==> src/rtl/bcd_adder_2digit.sv <==
// Registered packed-BCD adder with decimal carry ripple across digits.
// Invalid (non-decimal) operand digits force a zero result and raise err.
module bcd_adder_2digit #(
    parameter int unsigned NDIGITS = 2
) (
    input  logic                   clk,
    input  logic                   rst_n,
    input  logic [4*NDIGITS-1:0]   A,
    input  logic [4*NDIGITS-1:0]   B,
    input  logic                   Cin,
    input  logic                   in_valid,
    output logic [4*NDIGITS-1:0]   S,
    output logic                   Cout,
    output logic                   out_valid,
    output logic                   err
);

    localparam int unsigned W = 4 * NDIGITS;

    logic [W-1:0]     w_sum;
    logic [NDIGITS:0] w_c;
    logic [4:0]       w_t [NDIGITS];
    logic             w_bad;

    logic [W-1:0]     r_s;
    logic             r_cout;
    logic             r_valid;
    logic             r_err;

    always_comb begin
        w_sum  = '0;
        w_c    = '0;
        w_c[0] = Cin;
        w_bad  = 1'b0;
        for (int i = 0; i < NDIGITS; i++) begin
            w_t[i] = {1'b0, A[4*i +: 4]} + {1'b0, B[4*i +: 4]} + {4'b0000, w_c[i]};
            if (w_t[i] > 5'd9) begin
                w_sum[4*i +: 4] = w_t[i][3:0] + 4'd6;
                w_c[i+1]        = 1'b1;
            end else begin
                w_sum[4*i +: 4] = w_t[i][3:0];
                w_c[i+1]        = 1'b0;
            end
            if ((A[4*i +: 4] > 4'd9) || (B[4*i +: 4] > 4'd9)) begin
                w_bad = 1'b1;
            end
        end
    end

    always_ff @(posedge clk or negedge rst_n) begin
        if (!rst_n) begin
            r_s     <= '0;
            r_cout  <= 1'b0;
            r_valid <= 1'b0;
            r_err   <= 1'b0;
        end else if (in_valid) begin
            r_valid <= 1'b1;
            // A bad digit overrides the arithmetic result entirely.
            if (w_bad) begin
                r_s    <= '0;
                r_cout <= 1'b0;
                r_err  <= 1'b1;
            end else begin
                r_s    <= w_sum;
                r_cout <= w_c[NDIGITS];
                r_err  <= 1'b0;
            end
        end else begin
            r_valid <= 1'b0;
        end
    end

    assign S         = r_s;
    assign Cout      = r_cout;
    assign out_valid = r_valid;
    assign err       = r_err;

endmodule

==> config.mk <==
export PLATFORM = sky130hd
export DESIGN_NAME = bcd_adder_2digit
export DESIGN_NICKNAME = d
export VERILOG_FILES = /design/src/rtl/bcd_adder_2digit.sv
export SDC_FILE = /design/constraint.sdc
export NUM_CORES = 1
export LEC_CHECK = 0
export CORE_MARGIN = 2
export CORE_UTILIZATION = 40
export DETAILED_ROUTE_END_ITERATION = 6
export HOLD_SLACK_MARGIN = 0.05
export PLACE_DENSITY = 0.75
export SYNTH_ARGS = -nofsm -noshare
export SYNTH_HDL_FRONTEND = slang
export SYNTH_SLANG_ARGS = --single-unit
==> constraint.sdc <==
create_clock -name clk -period 0.8 [get_ports clk]
set_input_delay 0.24 -clock clk [delete_from_list [all_inputs] [get_ports clk]]
set_output_delay 0.24 -clock clk [all_outputs]
set_load 0.01 [all_outputs]
# After elaboration in Yosys (flattened, before gate mapping)
# Cells that the tools add are included.
# totals
elab_cells	28
register_bits	11
inputBits	20
# classes
order_cmp	6
addsub	6
mux	10
reduce_logical	2
# op_table
cell	n
$gt 4x4->1 const B	4
$add 4x4->5	2
$add 5x1->5	2
$gt 5x4->1 const B	2
$add 4x3->4 const B	2
$mux 4	2
$mux 8	1
$mux 1	7
$logic_or 1x1->1	2

# Logic depth before layout (Yosys ltp)
# logic_depth
ltp_word	8
mapped_depth	15
mapped_depth_nobuf	15

# Least setup slack after synthesis
# No wires, ideal clock.
# synth_path
path_kind	input to register
startpoint	in A[0]
endpoint	reg r_s[6] (netlist: S[6])
path_stages	15
arrival_time_ns	3.698
setup_slack_ns	-2.982
setup_time_ns	0.084
path_cell_list	fa_1 > fa_1 > xnor2_1 > and2_4 > o31ai_2 > inv_1 > fa_1 > inv_1 > fa_1 > inv_1 > ha_1 > a22oi_1 > a31oi_4 > mux2_4 > o22ai_2
# synth_via
elab_chain_cells	8
# synth_lines
element	line	text
start, declared	8	input logic [4*NDIGITS-1:0] A,
$add 4x4->5	36	w_t[i] = {1'b0, A[4*i +: 4]} + {1'b0, B[4*i +: 4]} + {4'b0000, w_c[i]};
$add 5x1->5	36	
$gt 5x4->1	37	if (w_t[i] > 5'd9) begin
$mux 1	37	
$add 5x1->5	36	
$add 4x3->4 / $gt 5x4->1 (equally long branches)	38, 37	
$mux 4	37	
$mux 8 (*)	59	if (w_bad) begin
end signal, assigned	64	r_s <= w_sum;
end, declared	25	logic [W-1:0] r_s;
# Every way passes the cells marked *; elsewhere a longest branch is shown, timed or not.
# A chain may end at the register's enable or synchronous reset.

# Final worst setup path
# layout_path
startpoint	in Cin
endpoint	reg r_s[6] (netlist: S[6])
# layout_via
elab_chain_cells	7
# layout_lines
element	line	text
start, declared	10	input logic Cin,
$add 5x1->5 (*)	36	
$gt 5x4->1 (*)	37	
$mux 1 (*)	37	
$add 5x1->5 (*)	36	
$add 4x3->4 / $gt 5x4->1 (equally long branches)	38, 37	
$mux 4 (*)	37	
$mux 8 (*)	59	
# Marked as above.

==> impl_metrics.json <==
{
  "fmax_mhz": 289.8,
  "grtUsageTotal_pct": 22.96,
  "clock_path_buffers": 2,
  "clock_latency_ps": 260,
  "n_antenna_cell": 0,
  "grt_pass1_wl_um": 4436,
  "start_kind": "input port",
  "yosys_warnings": 0,
  "vias": 1025,
  "detailedRoute.firstIterationViolations": 13,
  "syn-instance-count": 90,
  "setup_viol": 21,
  "drt_wl_total_um": 2956,
  "core_area_um2": 2170,
  "fp.dieW_um": 51.29,
  "power_density_nw_per_um2": 1606,
  "period_share_pct": 431.4,
  "r2r_setup_slack_ps": 40,
  "rsz0062_at_grt": "yes",
  "r2r_start": "S[3]$_DFFE_PN0P_",
  "worstSetupPathType": "in2reg",
  "cp.required_ps": 990,
  "drive_gt1_share_pct": 67.66,
  "antenna_found_initial": 0,
  "num_rows": 17,
  "clk_root_buffer_cell": "clkbuf_4",
  "drv_slew": 0,
  "crit_arrival_ps": 3640,
  "slowest_delay_ps": 580,
  "gp_congestion": 0.8357,
  "worst_slew_pin_slew_ps": 330.3,
  "min_path_type": "in2async",
  "place_area_um2": 1530,
  "cts-htree-levels": 1,
  "grt_pass1_vias": 1058,
  "whs_ps": 268.9,
  "ys_ff_latch": 11,
  "rr_worst_depth": 3,
  "skew_ps": 0,
  "cpLargestDelayFamily": "adder cells",
  "numCtsBuffers": 3,
  "relSlewSlack_pct": 77.83,
  "grt_max_degree": 12,
  "final_core_util_pct": 78.37,
  "crit_buf_inv": 5,
  "post_drt_wl_per_cell_um": 15.16,
  "post-route-min-period_ps": 3451,
  "synth_fp_nets": 122,
  "violations": "setup timing",
  "route.detailed.drc": 0,
  "timing.rr.end": "S[3]$_DFFE_PN0P_",
  "worstPathMaxFanout": 2,
  "outcome": "finished with violations",
  "finish.net_count": 200,
  "avgViaCountPerCell": 5.256,
  "tritoncts": "yes",
  "ys_seq_area_share_pct": 30.77,
  "die-area_um2": 2631,
  "io_buffers": 30,
  "area.growth.synth_to_final_pct": 90.07,
  "synth_area_um2": 894.6,
  "overflow": 0,
  "peakVddDrop_v": 0.001049,
  "crit_chain": "buf_6, fa_2, fa_2, inv_2, and2_4, o31ai_4, inv_2, fa_2, inv_2, fa_2, inv_2, ha_4, a22oi_2, a31oi_4, mux2_4, o22ai_2",
  "synth_ff_type": "dfrtp_1",
  "max_cap_violations": 0,
  "finalInstanceArea_um2": 1700,
  "die_y_um": 51.29,
  "syn_area_per_cell_um2": 9.940,
  "synth_edf_count": 0,
  "postRouteAntennaNets": 0,
  "clk_pin_slew_worst_paths_ps": 60,
  "endpoint_kind": "flop",
  "start_util_pct": 41.23,
  "synthArstFlopShare_pct": 100.0,
  "cts_hold_buf": 0,
  "finalHoldViolCount": 0,
  "leakagePower_uw": 0.0008289,
  "synth.distinct_cells": 29,
  "layout_setup_ws_ps": -2651,
  "clock_sinks": 11,
  "dr.pass1.iters": 4,
  "io_pins": 31,
  "cpMaxStageDelayCell": "fa_2",
  "hpwl_um": 2007
}
cell usage in the layout (no fill, tap or decap), types with 2 or more instances in the layout:
master and instances:
buf_4 37, buf_2 16, inv_1 12, dfrtp_1 11
buf_6 10, clkbuf_2 6, inv_2 5, o22ai_2 5
ha_1 5, o22ai_1 4, fa_2 4, a211oi_2 3
o21ai_2 3, a21o_1 3, ha_4 3, clkbuf_4 3
clkdlybuf4s50_1 3, xnor2_2 2, nor2_1 2, o21a_1 2
a21o_4 2, o21ai_1 2, nor2_2 2, a31oi_1 2
dlygate4sd2_1 2
power by group:
group | internal (µW) | total (µW) | switching (µW) | leakage (µW)
sequential | 604 | 627 | 23.2 | 0.000144
clock | 193 | 364 | 171 | 0.0000150
combinational | 987 | 1740 | 753 | 0.000670
flip-flops by register name, summed over array words and instances, names as in the netlist:
name,cells
err,1
out_valid,1
Cout,1
S,8
worst max-delay path by stage:
stage          slack (ps)  from  cells after the start                to
2_1_floorplan       -2730  A[0]                     15  S[6]$_DFFE_PN0P_
3_3_place_gp        -3120  A[0]                     15  S[6]$_DFFE_PN0P_
3_5_place_dp        -3230  A[0]                     16  S[6]$_DFFE_PN0P_
4_1_cts             -2560   Cin                     16  S[6]$_DFFE_PN0P_
5_1_grt             -2730   Cin                     16  S[6]$_DFFE_PN0P_
6_report            -2650   Cin                     16  S[6]$_DFFE_PN0P_
Yosys cell counts, types with 2 or more instances:
master,count,share of area (%)
inv_1,17,7.1
dfrtp_1,11,31
ha_1,8,11
o22ai_1,7,4.9
a211oi_1,4,3.4
fa_1,4,9.0
nor2_1,4,1.7
o21ai_0,4,2.2
xnor2_1,4,3.9
a21o_1,3,2.5
a21o_2,2,2.0
a21oi_1,2,1.1
a31oi_1,2,1.4
o21a_1,2,1.7
o22ai_2,2,2.8
metal layers:
layer / share of wire, % / GRT usage [%] / routed length, µm
met1: 39 / 23.43 / 1147
met2: 53 / 43.72 / 1553
met3: 4.7 / 3.216 / 139
met4: 3.9 / 13.60 / 116
met5: 0 / 0 / 0
logic make-up after synthesis:
family | count (synthesis) | synth area share, %
compound gates | 33 | 28.11
xor+xnor | 4 | 3.916
fa+ha+maj | 12 | 20.14
buf+inv | 18 | 7.552
flops | 11 | 30.77
mux | 2 | 2.797
simple gates | 10 | 6.712
final cells by class:
cell class	instances	area [µm²]
Tap cell	28	35.03
Clock buffer	4	26.28
Inverter	17	63.81
Sequential cell	11	275.3
Timing Repair Buffer	74	548.0
Fill cell	158	469.2
Multi-Input combinational cell	61	752.0
timing repair:
| action | CTS | global route |
|---|---|---|
| endpoints found under the setup margin | 22 | 21 |
| pin swaps | 21 | 7 |
| gates resized for setup | 102 | 27 |
| setup buffers | 11 | 8 |
through the flow:
step,std cells,power (µW),setup slack (ps),TNS (ps)
finish,195,2731,-2651,-17780
floorplan,90,1416,-2725,-15450
global placement,176,1986,-3116,-24290
detailed placement,176,2051,-3232,-25120
CTS,189,2494,-2559,-16950
global route,195,2902,-2726,-18650
(Power assumes the default switching activity.)
